===== src/rtl/pi1_arb2.sv =====
// Two-master round-robin PerInt arbiter with a registered grant in front of one slave.
// Define PIARB2_BURSTLIMIT_EN to force a rotation after BURSTMAX accepted ops when the other master waits.
module pi1_arb2 #(
    parameter int ARCHBITSZ = 16,
    parameter int BURSTMAX  = 8,
    localparam int SELBITSZ  = ARCHBITSZ / 8,
    localparam int ADDRBITSZ = ARCHBITSZ - $clog2(ARCHBITSZ / 8)
) (
    input  logic                 clk_i,
    input  logic                 rst_i,
    input  logic [1:0]           m0_op_i,
    input  logic [ADDRBITSZ-1:0] m0_addr_i,
    input  logic [ARCHBITSZ-1:0] m0_data_i,
    output logic [ARCHBITSZ-1:0] m0_data_o,
    input  logic [SELBITSZ-1:0]  m0_sel_i,
    output logic                 m0_rdy_o,
    output logic [ADDRBITSZ-1:0] m0_mapsz_o,
    input  logic [1:0]           m1_op_i,
    input  logic [ADDRBITSZ-1:0] m1_addr_i,
    input  logic [ARCHBITSZ-1:0] m1_data_i,
    output logic [ARCHBITSZ-1:0] m1_data_o,
    input  logic [SELBITSZ-1:0]  m1_sel_i,
    output logic                 m1_rdy_o,
    output logic [ADDRBITSZ-1:0] m1_mapsz_o,
    output logic [1:0]           s_op_o,
    output logic [ADDRBITSZ-1:0] s_addr_o,
    output logic [ARCHBITSZ-1:0] s_data_o,
    output logic [SELBITSZ-1:0]  s_sel_o,
    input  logic [ARCHBITSZ-1:0] s_data_i,
    input  logic                 s_rdy_i,
    input  logic [ADDRBITSZ-1:0] s_mapsz_i,
    output logic [1:0]           dbg_state_o
);

    // Handshake: an op is accepted on a rising edge where the granted master drives
    // op != NOOP and s_rdy_i is high; the granted master sees s_rdy_i as its rdy.
    typedef enum logic [1:0] {
        IDLE = 2'd0,
        G0   = 2'd1,
        G1   = 2'd2
    } state_t;

    if (BURSTMAX < 1 || BURSTMAX > 255) begin : g_bad_burstmax
        $error("pi1_arb2: BURSTMAX must be in 1..255");
    end

    state_t state;
    logic   last_served;
    logic   m0_req, m1_req, cur_req, oth_req;
    state_t oth_state;

    assign m0_req    = (m0_op_i != 2'b00);
    assign m1_req    = (m1_op_i != 2'b00);
    assign cur_req   = (state == G0) ? m0_req : m1_req;
    assign oth_req   = (state == G0) ? m1_req : m0_req;
    assign oth_state = (state == G0) ? G1 : G0;

    assign m0_data_o   = s_data_i;
    assign m1_data_o   = s_data_i;
    assign m0_mapsz_o  = s_mapsz_i;
    assign m1_mapsz_o  = s_mapsz_i;
    assign dbg_state_o = state;

    // Slave-side mux follows the registered grant, so reset drops it without a clock edge.
    always_comb begin
        s_op_o   = 2'b00;
        s_addr_o = '0;
        s_data_o = '0;
        s_sel_o  = '0;
        m0_rdy_o = 1'b0;
        m1_rdy_o = 1'b0;
        case (state)
            G0: begin
                s_op_o   = m0_op_i;
                s_addr_o = m0_addr_i;
                s_data_o = m0_data_i;
                s_sel_o  = m0_sel_i;
                m0_rdy_o = s_rdy_i;
            end
            G1: begin
                s_op_o   = m1_op_i;
                s_addr_o = m1_addr_i;
                s_data_o = m1_data_i;
                s_sel_o  = m1_sel_i;
                m1_rdy_o = s_rdy_i;
            end
            default: ;
        endcase
    end

`ifdef PIARB2_BURSTLIMIT_EN
    logic [7:0] burst_cnt;
    logic [8:0] burst_inc;
    logic       burst_hit;

    assign burst_inc = {1'b0, burst_cnt} + 9'd1;
    assign burst_hit = (burst_inc >= 9'(BURSTMAX));
`endif

    always_ff @(posedge clk_i or posedge rst_i) begin
        if (rst_i) begin
            state       <= IDLE;
            last_served <= 1'b1;
`ifdef PIARB2_BURSTLIMIT_EN
            burst_cnt   <= 8'd0;
`endif
        end else begin
            case (state)
                IDLE: begin
`ifdef PIARB2_BURSTLIMIT_EN
                    burst_cnt <= 8'd0;
`endif
                    if (m0_req && (!m1_req || last_served)) state <= G0;
                    else if (m1_req)                        state <= G1;
                end
                G0, G1: begin
                    if (s_rdy_i) begin
                        // A NOOP edge is the only normal way out, so a pending read completes first.
                        if (!cur_req) begin
                            last_served <= (state == G1);
                            state       <= oth_req ? oth_state : IDLE;
`ifdef PIARB2_BURSTLIMIT_EN
                            burst_cnt   <= 8'd0;
`endif
                        end
`ifdef PIARB2_BURSTLIMIT_EN
                        else if (burst_hit && oth_req) begin
                            last_served <= (state == G1);
                            state       <= oth_state;
                            burst_cnt   <= 8'd0;
                        end else begin
                            burst_cnt <= burst_hit ? 8'(BURSTMAX) : burst_inc[7:0];
                        end
`endif
                    end
                end
                default: state <= IDLE;
            endcase
        end
    end

endmodule


===== config.mk =====
export PLATFORM = sky130hd
export DESIGN_NAME = pi1_arb2
export DESIGN_NICKNAME = d
export VERILOG_FILES = /design/src/rtl/pi1_arb2.sv
export SDC_FILE = /design/constraint.sdc
export NUM_CORES = 1
export LEC_CHECK = 0
export ABC_CLOCK_PERIOD_IN_PS = 5200
export CORE_AREA = 3 3 79 81
export DETAILED_ROUTE_END_ITERATION = 10
export DIE_AREA = 0 0 82 84
export PLACE_DENSITY = 0.83
export RECOVER_POWER = 100
export SYNTH_ARGS = -nofsm -noshare
export SYNTH_HDL_FRONTEND = slang
export SYNTH_SLANG_ARGS = --single-unit

===== constraint.sdc =====
create_clock -name clk_i -period 5.2 [get_ports clk_i]
set_input_delay 1.56 -clock clk_i [delete_from_list [all_inputs] [get_ports clk_i]]
set_output_delay 1.56 -clock clk_i [all_outputs]
set_load 0.03 [all_outputs]

## After elaboration in Yosys (flattened, before gate mapping)

Cells that the tools add are included.

| storage, ports and cells | value |
|---|---|
| register bits | 3 |
| input bits | 104 |
| output and inout bits | 101 |
| word-level logic and storage cells | 32 |

| cells by class | value |
|---|---|
| equality and inequality tests | 5 |
| muxes and demuxes | 15 |
| bitwise operators | 1 |
| reduce and logical (&&, ||, !) cells | 9 |

Operators with widths:

| cell | number |
|---|---|
| one-hot mux 16 bit (2 select lines) | 1 |
| one-hot mux 15 bit (2 select lines) | 1 |
| 2-to-1 mux 2 bit | 6 |
| one-hot mux 2 bit (2 select lines) | 3 |
| AND reduction 3 bit | 2 |
| 2-to-1 mux 1 bit | 4 |
| inequality test 2 bit, second input constant | 2 |
| nonzero test 2 bit | 2 |
| inequality test 3 bit, second input constant | 1 |
| equality test 2 x 1 -> 1 bit, second input constant | 1 |
| equality test 2 bit, second input constant | 1 |
| zero test 2 bit | 1 |
| OR reduction 2 bit | 1 |
| logical AND 1 bit | 1 |
| zero test 1 bit | 1 |
| logical OR 1 bit | 1 |
| NOT 1 bit | 1 |

## Longest topological paths before layout

| depth | value |
|---|---|
| depth after elaboration | 6 |
| mapped depth | 7 |
| depth with buffers taken out | 6 |

## Worst setup path after synthesis

No wires, ideal clock.

| timing path | value |
|---|---|
| kind | input port to output port |
| start point | input port m0_addr_i[0] |
| end point | output port s_addr_o[0] |
| data arrival time | 1.860 ns |
| required time | 3.640 ns |
| setup slack | 1.780 ns |
| stages on the path | 1 |
| path buffers | 0 |
| cells stage by stage | a22o_1 |

| between the ends | value |
|---|---|
| longest elaborated chain between the ends | 1 |

Ends and longest elaborated chain:

| element | RTL line | RTL |
|---|---|---|
| start, declared | 12 | `input logic [ADDRBITSZ-1:0] m0_addr_i,` |
| one-hot mux 15 bit (2 select lines) | 72 | `case (state)` |
| end, declared | 26 | `output logic [ADDRBITSZ-1:0] s_addr_o,` |

No other way between the ends.

## Final worst setup path

| timing path | value |
|---|---|
| start point | input port m1_op_i[1] |
| end point | output port s_op_o[1] |

| between the ends | value |
|---|---|
| longest elaborated chain between the ends | 1 |

Ends and longest elaborated chain:

| element | RTL line | RTL |
|---|---|---|
| start, declared | 18 | `input logic [1:0] m1_op_i,` |
| one-hot mux 2 bit (2 select lines) | 72 |  |
| end, declared | 25 | `output logic [1:0] s_op_o,` |

No other way between the ends.

==> flow_summary.json <==
{
  "status": "finished clean",
  "wl_um": 4400,
  "via_count": 1122,
  "areaGrowthSynthToFinish_pct": 64.8,
  "wire_per_inst_um": 17.2,
  "drv_slew": 0,
  "antenna_cells": 0,
  "coreArea_mm2": 0.00554,
  "critPathCaptureType": "output port",
  "fp.dieH_um": 84,
  "stdcell_area_mm2": 0.00188,
  "synthCells": 137,
  "ioPinCount": 205,
  "grt_pass1_vias": 1137,
  "r2r_end": "dbg_state_o[1]",
  "reg2reg_slack_ns": 3.33,
  "dpl.hpwl_um": 3650,
  "syn_area_per_cell_um2": 8.34,
  "clk_pin_slew_ns": 0.03,
  "drt-initial-drc-count": 8,
  "start_util_pct": 20.6,
  "crit_fanout": 3,
  "synth-seq-cells": 3,
  "antenna_found_initial": 0,
  "worstHoldEndpoint": "dbg_state_o[1]",
  "h-tree-depth": 1,
  "hold_class": "register to register",
  "yosys_warnings": 0,
  "worstPathRequired_ns": 3.64,
  "fp.dieW_um": 82,
  "cts_max_path_buffers": 2,
  "p_leak_nw": 0.840,
  "nNetsFinal": 293,
  "grt_use_total_pct": 11.1,
  "peakVddDrop_v": 0.000344,
  "min_from": "dbg_state_o[1]",
  "postCtsHoldBufs": 0,
  "clk_latency_ns": 0.22,
  "fin_skew_ns": 0.000311,
  "min_path_cells": 1,
  "synthDistinctLibCells": 25,
  "holdWs_ns": 0.599,
  "clock_sinks": 3,
  "viasPerCell": 4.38,
  "first_pass_iters": 4,
  "die-area_mm2": 0.00689,
  "cellPowerDensity_mw_per_mm2": 502,
  "rr_worst_depth": 7,
  "period_share_pct": 89.3,
  "rsz0062_at_grt": "no",
  "cts_buffers": 3,
  "drc_errors": 0,
  "layout_setup_ws_ns": 0.554,
  "ctsRootBufferMaster": "clkbuf_8",
  "synth.cell_area_mm2": 0.00114,
  "max_freq_mhz": 215,
  "cp.arrival_ns": 3.09,
  "grt_pass1_wl_um": 6080,
  "place_area_mm2": 0.00184,
  "crit_type": "primary input to output port",
  "globalplace.congestion": 0.820,
  "slew_headroom_pct": 37.6,
  "r2r-start": "dbg_state_o[0]",
  "tns_ns": 0,
  "ant_nets": 0,
  "cts_tree": "done",
  "ys_seq_area_share_pct": 6.68,
  "setup_viol": 0,
  "hold_viol": 0,
  "grt_overflow_total": 0,
  "io_buffer_count": 111,
  "fin_crit_ns": 4.65,
  "tightest_slew_ns": 0.936,
  "drive_above_1_share_pct": 6.52,
  "rows": 27,
  "max_cap_viol_count": 0,
  "synth_nets": 245,
  "startpoint_type": "primary input",
  "place_ws_ns": 0.682,
  "post_cts.repair.setup_buffers": 0,
  "ctsResizeCount": 0,
  "grt_max_degree": 37
}
## per-stage QoR
stage | instances | utilization [%] | power, mW
after global routing | 256 | 34.0 | 1.00
after global placement | 252 | 33.3 | 0.926
after CTS | 256 | 34.1 | 1.01
after detailed placement | 252 | 33.3 | 0.931
final | 256 | 34.0 | 0.945
after floorplan | 137 | - | 0.669
## power by group
group / switching, mW / internal, mW
registers: 0.0118 / 0.0375
clock network: 0.0158 / 0.0523
logic: 0.470 / 0.358
## Yosys cell counts
| library cell | n | area [µm²] |
|---|---|---|
| nand3_1 | 1 | 5.00 |
| a211o_1 | 1 | 8.76 |
| o21ai_0 | 2 | 10.0 |
| buf_6 | 3 | 33.8 |
| and2_1 | 3 | 18.8 |
| nand2_1 | 1 | 3.75 |
| mux2i_1 | 1 | 10.0 |
| a21oi_1 | 1 | 5.00 |
| or2b_1 | 1 | 7.51 |
| mux2_2 | 1 | 11.3 |
| inv_1 | 3 | 11.3 |
| ha_1 | 4 | 50.1 |
| buf_2 | 4 | 20.0 |
| a22o_1 | 35 | 307 |
| nor2_2 | 2 | 12.5 |
| and2_2 | 1 | 7.51 |
| a21oi_2 | 1 | 8.76 |
| mux2_4 | 2 | 30.0 |
| o211ai_1 | 1 | 7.51 |
| dfstp_2 | 1 | 26.3 |
| dfrtp_1 | 2 | 50.1 |
| nor2b_1 | 1 | 6.26 |
| buf_4 | 63 | 473 |
| and3_1 | 1 | 6.26 |
| o22ai_2 | 1 | 12.5 |
## area by class of cell
class	count	area [µm²]
repair buffers	113	1140
fillers	571	3660
flip-flops and latches	3	76.3
well taps	72	90.1
inverters	3	11.3
clock buffers	4	45.0
multi-input cells	61	522
## cells in the final DEF, fill, tap and decap left out, types with 2 or more instances in the layout
master / instances
inv_1: 3
a22o_1: 35
dfrtp_1: 2
mux2_4: 2
o21ai_0: 2
ha_1: 4
dlygate4sd3_1: 40
and2_1: 2
clkdlybuf4s50_1: 71
clkbuf_8: 3
a21oi_1: 2
## critical path: stages
cell and delay, ns:
dlygate4sd3_1 0.60, a22o_1 0.16, dlygate4sd3_1 0.77
## cell families (layout without fill, tap and decap cells)
group | count (synthesis) | after routing | share of synthesized area [%]
AO/OA/AOI/OAI | 42 | 42 | 31.4
flip-flops | 3 | 3 | 6.68
adder cells (fa/ha/maj) | 4 | 4 | 4.38
multiplexers | 4 | 4 | 4.49
buffers and inverters | 73 | 120 | 47.1
AND/OR/NAND/NOR | 11 | 11 | 5.92
## registers in the layout, indices dropped and copies added, names as in the netlist
| register | count |
|---|---|
| dbg_state_o | 2 |
| last_served | 1 |
## metal layers
| layer | part of all wire [%] | global-route usage (%) | wire (µm) |
|---|---|---|---|
| met2 | 48 | 19.9 | 2110 |
| met1 | 35 | 12.0 | 1520 |
| met3 | 16 | 4.10 | 714 |
| met4 | 1.2 | 2.87 | 53 |
| met5 | 0 | 0 | 0 |
## worst max path at each step
stage,startpoint,endpoint,slack (ns),cells after the start
finish,m1_op_i[1],s_op_o[1],0.55,3
global route,dbg_state_o[0],s_data_o[7],0.44,6
CTS,m1_op_i[1],s_op_o[1],0.68,3
detailed placement,m1_op_i[1],s_op_o[1],0.68,3
global placement,m1_op_i[1],s_op_o[1],0.69,3
floorplan,m0_addr_i[0],s_addr_o[0],1.78,1
(Power assumes the default switching activity.)
